**src/rtl/spike_rate_decoder.sv**
```systemverilog
// spike_rate_decoder
// Counts rising edges on each spike line over a window of WINDOW enabled
// cycles. Each closed window is latched into an output register with the
// index of the busiest channel, and is offered downstream on a valid/ready
// handshake. A sticky overrun flag records windows that were dropped because
// the previous result had not been taken yet.
module spike_rate_decoder #(
  parameter int CHANNELS = 4,
  parameter int WINDOW   = 16,
  parameter int CNT_W    = 4
) (
  input  logic                          clk,
  input  logic                          rst,
  input  logic                          enable,
  input  logic [CHANNELS-1:0]           spike_in,
  input  logic                          clr_overrun,
  output logic                          out_valid,
  input  logic                          out_ready,
  output logic [CHANNELS*CNT_W-1:0]     rate_out,
  output logic [$clog2(CHANNELS)-1:0]   winner,
  output logic                          overrun
);

  localparam int WIN_W = $clog2(CHANNELS);
  localparam int WC_W  = (WINDOW > 2) ? $clog2(WINDOW) : 1;

  localparam logic [WC_W-1:0]  WIN_LAST = WC_W'(WINDOW - 1);
  localparam logic [CNT_W-1:0] CNT_MAX  = {CNT_W{1'b1}};

  // ---------------------------------------------------------------------
  // Edge detection and window position
  // ---------------------------------------------------------------------
  logic [CHANNELS-1:0] prev_spike_q;
  logic [CHANNELS-1:0] spike_edge;
  logic [WC_W-1:0]     win_cnt_q;
  logic [WC_W-1:0]     win_cnt_d;
  logic                win_close;

  // A line counts only on its 0->1 transition. The history tracks the
  // input on every cycle, including frozen ones, so an edge that happens
  // while counting is paused is consumed and never counted afterwards.
  always_ff @(posedge clk) begin
    if (rst) begin
      prev_spike_q <= '0;
    end else begin
      prev_spike_q <= spike_in;
    end
  end

  assign spike_edge = spike_in & ~prev_spike_q;

  // The close cycle is the last enabled cycle of the window; edges seen on
  // that cycle still belong to the closing window.
  assign win_close = enable && (win_cnt_q == WIN_LAST);

  // Window position advances only on enabled cycles and wraps at close so
  // the next window starts immediately.
  always_comb begin
    win_cnt_d = win_cnt_q;
    if (enable) begin
      if (win_close) begin
        win_cnt_d = '0;
      end else begin
        win_cnt_d = win_cnt_q + 1'b1;
      end
    end
  end

  // Window position register.
  always_ff @(posedge clk) begin
    if (rst) begin
      win_cnt_q <= '0;
    end else begin
      win_cnt_q <= win_cnt_d;
    end
  end

  // ---------------------------------------------------------------------
  // Per-channel saturating counters
  // ---------------------------------------------------------------------
  // cnt_next_bus holds every counter's post-increment value. It is both the
  // next state during a window and the closing result on the close cycle.
  logic [CHANNELS*CNT_W-1:0] cnt_next_bus;

  for (genvar gi = 0; gi < CHANNELS; gi++) begin : g_ch
    logic [CNT_W-1:0] cnt_q;
    logic [CNT_W-1:0] cnt_inc;
    logic [CNT_W-1:0] cnt_d;

    // Increment on an edge, pinning at the top of the range.
    always_comb begin
      cnt_inc = cnt_q;
      if (spike_edge[gi] && (cnt_q != CNT_MAX)) begin
        cnt_inc = cnt_q + 1'b1;
      end
    end

    // Counters hold while frozen and restart from zero after a close.
    always_comb begin
      cnt_d = cnt_q;
      if (enable) begin
        if (win_close) begin
          cnt_d = '0;
        end else begin
          cnt_d = cnt_inc;
        end
      end
    end

    // Channel counter register.
    always_ff @(posedge clk) begin
      if (rst) begin
        cnt_q <= '0;
      end else begin
        cnt_q <= cnt_d;
      end
    end

    assign cnt_next_bus[gi*CNT_W +: CNT_W] = cnt_inc;
  end

  // ---------------------------------------------------------------------
  // Winner selection over the closing counts
  // ---------------------------------------------------------------------
  logic [WIN_W-1:0] best_idx;
  logic [CNT_W-1:0] best_cnt;

  // Strictly-greater comparison in ascending order keeps the lowest index
  // on ties, and leaves index 0 when every count is zero.
  always_comb begin
    best_idx = '0;
    best_cnt = cnt_next_bus[0 +: CNT_W];
    for (int i = 1; i < CHANNELS; i++) begin
      if (cnt_next_bus[i*CNT_W +: CNT_W] > best_cnt) begin
        best_cnt = cnt_next_bus[i*CNT_W +: CNT_W];
        best_idx = WIN_W'(i);
      end
    end
  end

  // ---------------------------------------------------------------------
  // Output register, handshake and overrun
  // ---------------------------------------------------------------------
  logic                      out_valid_q;
  logic                      out_valid_d;
  logic [CHANNELS*CNT_W-1:0] rate_q;
  logic [CHANNELS*CNT_W-1:0] rate_d;
  logic [WIN_W-1:0]          winner_q;
  logic [WIN_W-1:0]          winner_d;
  logic                      overrun_q;
  logic                      overrun_d;
  logic                      xfer;
  logic                      load;
  logic                      drop;

  assign xfer = out_valid_q && out_ready;
  // A new result may enter when the slot is empty or being emptied now.
  assign load = win_close && (!out_valid_q || out_ready);
  // Otherwise the new result is lost and the held one is kept intact.
  assign drop = win_close && out_valid_q && !out_ready;

  // Next-state for the result slot; stale data is left in place after a
  // transfer so only out_valid changes.
  always_comb begin
    out_valid_d = out_valid_q;
    rate_d      = rate_q;
    winner_d    = winner_q;
    if (load) begin
      out_valid_d = 1'b1;
      rate_d      = cnt_next_bus;
      winner_d    = best_idx;
    end else if (xfer) begin
      out_valid_d = 1'b0;
    end
  end

  // Sticky overrun: a drop in the same cycle as a clear request wins.
  always_comb begin
    overrun_d = overrun_q;
    if (drop) begin
      overrun_d = 1'b1;
    end else if (clr_overrun) begin
      overrun_d = 1'b0;
    end
  end

  // Result slot and overrun registers.
  always_ff @(posedge clk) begin
    if (rst) begin
      out_valid_q <= 1'b0;
      rate_q      <= '0;
      winner_q    <= '0;
      overrun_q   <= 1'b0;
    end else begin
      out_valid_q <= out_valid_d;
      rate_q      <= rate_d;
      winner_q    <= winner_d;
      overrun_q   <= overrun_d;
    end
  end

  assign out_valid = out_valid_q;
  assign rate_out  = rate_q;
  assign winner    = winner_q;
  assign overrun   = overrun_q;

endmodule

```
**config.mk**
```make
export PLATFORM = sky130hd
export DESIGN_NAME = spike_rate_decoder
export DESIGN_NICKNAME = d
export VERILOG_FILES = /design/src/rtl/spike_rate_decoder.sv
export SDC_FILE = /design/constraint.sdc
export NUM_CORES = 1
export LEC_CHECK = 0
export ABC_CLOCK_PERIOD_IN_PS = 6100
export BUFFER_PORTS_ARGS = -buffer_cell sky130_fd_sc_hd__buf_2
export CAP_MARGIN = 20
export CORE_UTILIZATION = 40
export CTS_CLUSTER_SIZE = 8
export DETAILED_ROUTE_END_ITERATION = 8
export PLACE_DENSITY = 0.58
export SYNTH_ARGS = -nofsm -noshare
export SYNTH_HDL_FRONTEND = slang
export SYNTH_SLANG_ARGS = --single-unit
```
**constraint.sdc**
```tcl
create_clock -name clk -period 6.1 [get_ports clk]
set_input_delay 0.915 -clock clk [delete_from_list [all_inputs] [get_ports clk]]
set_output_delay 0.915 -clock clk [all_outputs]
set_load 0.02 [all_outputs]
```
==> results.sh <==
export IMPL_setup_ws_ps=601.6
export IMPL_io_pin_count=29
export IMPL_design_area_um2=2590
export IMPL_cts_tree="built"
export IMPL_drive_gt1_share_pct=14.72
export IMPL_synthDistinctLibCells=34
export IMPL_seq_area_um2=880.8
export IMPL_drt_vias_per_instance=5.267
export IMPL_core_area_um2=5540
export IMPL_holdWs_ps=455.6
export IMPL_final_setup_tns_ps=0
export IMPL_fmax_mhz=181.9
export IMPL_cp_cell_sequence="buf_2, nor2b_1, nand2_1, nor2_1, xnor2_1, inv_1, ha_1, a31o_2, a41o_1, a211oi_2, mux2_4, ha_1, o21ai_0, nand2b_1, a21oi_1, a41o_1, mux2_2, ha_1, nor2b_1, o21ai_0, nand2b_1, a21oi_1, a41o_1, a311oi_1"
export IMPL_row_count=27
export IMPL_num_vias=1954
export IMPL_drt_wirelength_per_cell_um=13.42
export IMPL_grt_setup_unrepaired="no"
export IMPL_crit_type="input pin to register"
export IMPL_required_ps=6300
export IMPL_cts_htree_levels=2
export IMPL_die_x_um=77.93
export IMPL_synth_nets=299
export IMPL_worstPathArrival_ps=5700
export IMPL_dpl_hpwl_um=3498
export IMPL_endpoint_kind="register"
export IMPL_synth_seq_cells=44
export IMPL_antenna_found_initial=0
export IMPL_avgSynthCellArea_um2=8.385
export IMPL_final_common_cell="nor2_1"
export IMPL_finalHoldViolCount=0
export IMPL_max_slew_margin_pct=44.91
export IMPL_diodes=0
export IMPL_yosys_warnings=0
export IMPL_peakVddDrop_v=0.00009134
export IMPL_synthCells=275
export IMPL_first_iter_violations=128
export IMPL_fill_cells=564
export IMPL_start_util_pct=41.62
export IMPL_grt_usage_pct=18.06
export IMPL_gp_congestion=0.7970
export IMPL_syn_cell_area_um2=2306
export IMPL_cts_buffers=5
export IMPL_area_growth_pct=12.32
export IMPL_clkTransAtPathRegs_ps=80
export IMPL_route_detailed_drc=0
export IMPL_worst_slew_pin_slew_ps=826.3
export IMPL_post_place_ws_ps=327.5
export IMPL_maxSlewViolCount=0
export IMPL_seq_area_frac_synth_pct=38.20
export IMPL_multi_input_area_um2=1349
export IMPL_grt_overflow=0
export IMPL_p_leak_uw=0.001130
export IMPL_max_cap_violations=0
export IMPL_status="finished clean"
export IMPL_clock_sinks=44
export IMPL_power_density_nw_per_um2=225.7
export IMPL_slowest_delay_ps=410
export IMPL_postCtsSetupBuffers=0
export IMPL_holdCritPathClass="register to register"
export IMPL_cpLargestDelayFamily="compound AO/OA/AOI/OAI gates"
export IMPL_post_route_period_util_pct=90.14
export IMPL_wl_um=4980
export IMPL_cp_max_fo=9
export IMPL_nets=323
export IMPL_ctsLongestPathBuffers=2
export IMPL_fin_skew_ps=13.33
export IMPL_die_y_um=77.93
export IMPL_antenna_left=0
export IMPL_cp_slowest_cell="a211oi_2"
export IMPL_post_cts_resized=0
export IMPL_grt_pass1_vias=1826
export IMPL_final_cells=371
export IMPL_setup_viol=0
export IMPL_dpl_cell_count=363
export IMPL_crit_buf_inv=2
export IMPL_grt_pass1_wl_um=8618
export IMPL_period_needed_ps=5498
export IMPL_place_area_um2=2497
export IMPL_port_buffers=28
export IMPL_most_common_layout_cells="nor2_1 (49), dfxtp_1 (44), buf_2 (28)"
export IMPL_worstSetupStartpointType="input pin"
export IMPL_hold_buffers=0
export IMPL_die_area_um2=6072
export IMPL_clock_root_buffer="clkbuf_8"
export IMPL_drtPass1Iterations=4
export IMPL_grt_max_degree=45
export IMPL_clk_latency_ps=300
-- Yosys cell counts (all sizes together) --
cell | n | area (um^2)
a211oi | 11 | 87.58
a21bo | 1 | 10.01
a21o | 4 | 30.03
a21oi | 18 | 90.09
a221o | 1 | 10.01
a22oi | 12 | 90.09
a311oi | 3 | 26.28
a31o | 1 | 8.760
a31oi | 6 | 37.54
a41o | 3 | 30.03
and2 | 4 | 25.02
and3 | 2 | 12.51
and4 | 1 | 8.760
clkbuf | 13 | 48.80
dfxtp | 44 | 880.8
ha | 15 | 187.7
inv | 8 | 30.03
mux2 | 3 | 37.53
mux2i | 6 | 63.81
nand2 | 16 | 60.06
nand2b | 7 | 43.79
nand3 | 8 | 45.04
nand3b | 2 | 15.01
nand4 | 2 | 12.51
nor2 | 50 | 187.7
nor2b | 15 | 93.84
nor3 | 5 | 25.02
o21ai | 4 | 20.02
xnor2 | 7 | 61.31
xor2 | 3 | 26.28
-- flip-flops by register name (all words and copies together), names as in the netlist --
signal	count
prev_spike_q	4
overrun	1
g_ch.cnt_q	16
winner	2
rate_out	16
win_cnt_q	4
out_valid	1
-- worst paths after layout --
check / startpoint / endpoint / slack [ps] / cells past startpoint
hold / removal: rate_out[14] / rate_out[14] / 460 / 2
setup / recovery: spike_in[1] / winner[1] / 600 / 24
setup reg to reg: g_ch[1].cnt_q[1] / winner[1] / 700 / 24
hold reg to reg: rate_out[14] / rate_out[14] / 460 / 2
-- layout make-up --
cell class | count | area share, %
Clock buffer | 6 | 2.802
Clock inverter | 1 | 0.1932
Inverter | 8 | 1.159
Multi-Input combinational cell | 210 | 52.08
Sequential cell | 44 | 34.01
Tap cell | 72 | 3.478
Timing Repair Buffer | 30 | 6.280
-- power by group --
| group | internal, uW | switching [uW] |
|---|---|---|
| sequential | 292 | 5.02 |
| clock | 78.0 | 96.8 |
| combinational | 48.7 | 64.1 |
-- metrics by stage --
| stage | total power [uW] | util, % |
|---|---|---|
| after CTS | 590.5 | 46.48 |
| after detailed placement | 415.1 | 45.08 |
| after global routing | 624.3 | 46.75 |
| after floorplan | 393.6 | - |
| after global placement | 414.0 | 45.08 |
| final | 584.4 | 46.75 |
-- worst min-delay path, stage by stage, from the launching register on --
cell     delay (ps)
dfxtp_1         310
nand2_1          50
a21oi_1          50
-- logic make-up after synthesis --
logic type	Yosys count	share of synthesized area, %
AND/OR/NAND/NOR	112	22.95
flip-flops	44	38.20
multiplexers	9	4.395
buffers and inverters	21	3.419
AO/OA/AOI/OAI	64	19.10
adder cells (fa/ha/maj)	15	8.139
XOR/XNOR	10	3.798
-- metal layers --
layer	global-route usage (%)	share of wire, %	up-vias
li1	-	-	1010
met1	24.62	51	890
met2	27.61	43	46
met3	4.000	4.3	8
met4	7.037	1.7	0
met5	0	0	-
(Power assumes the default switching activity.)
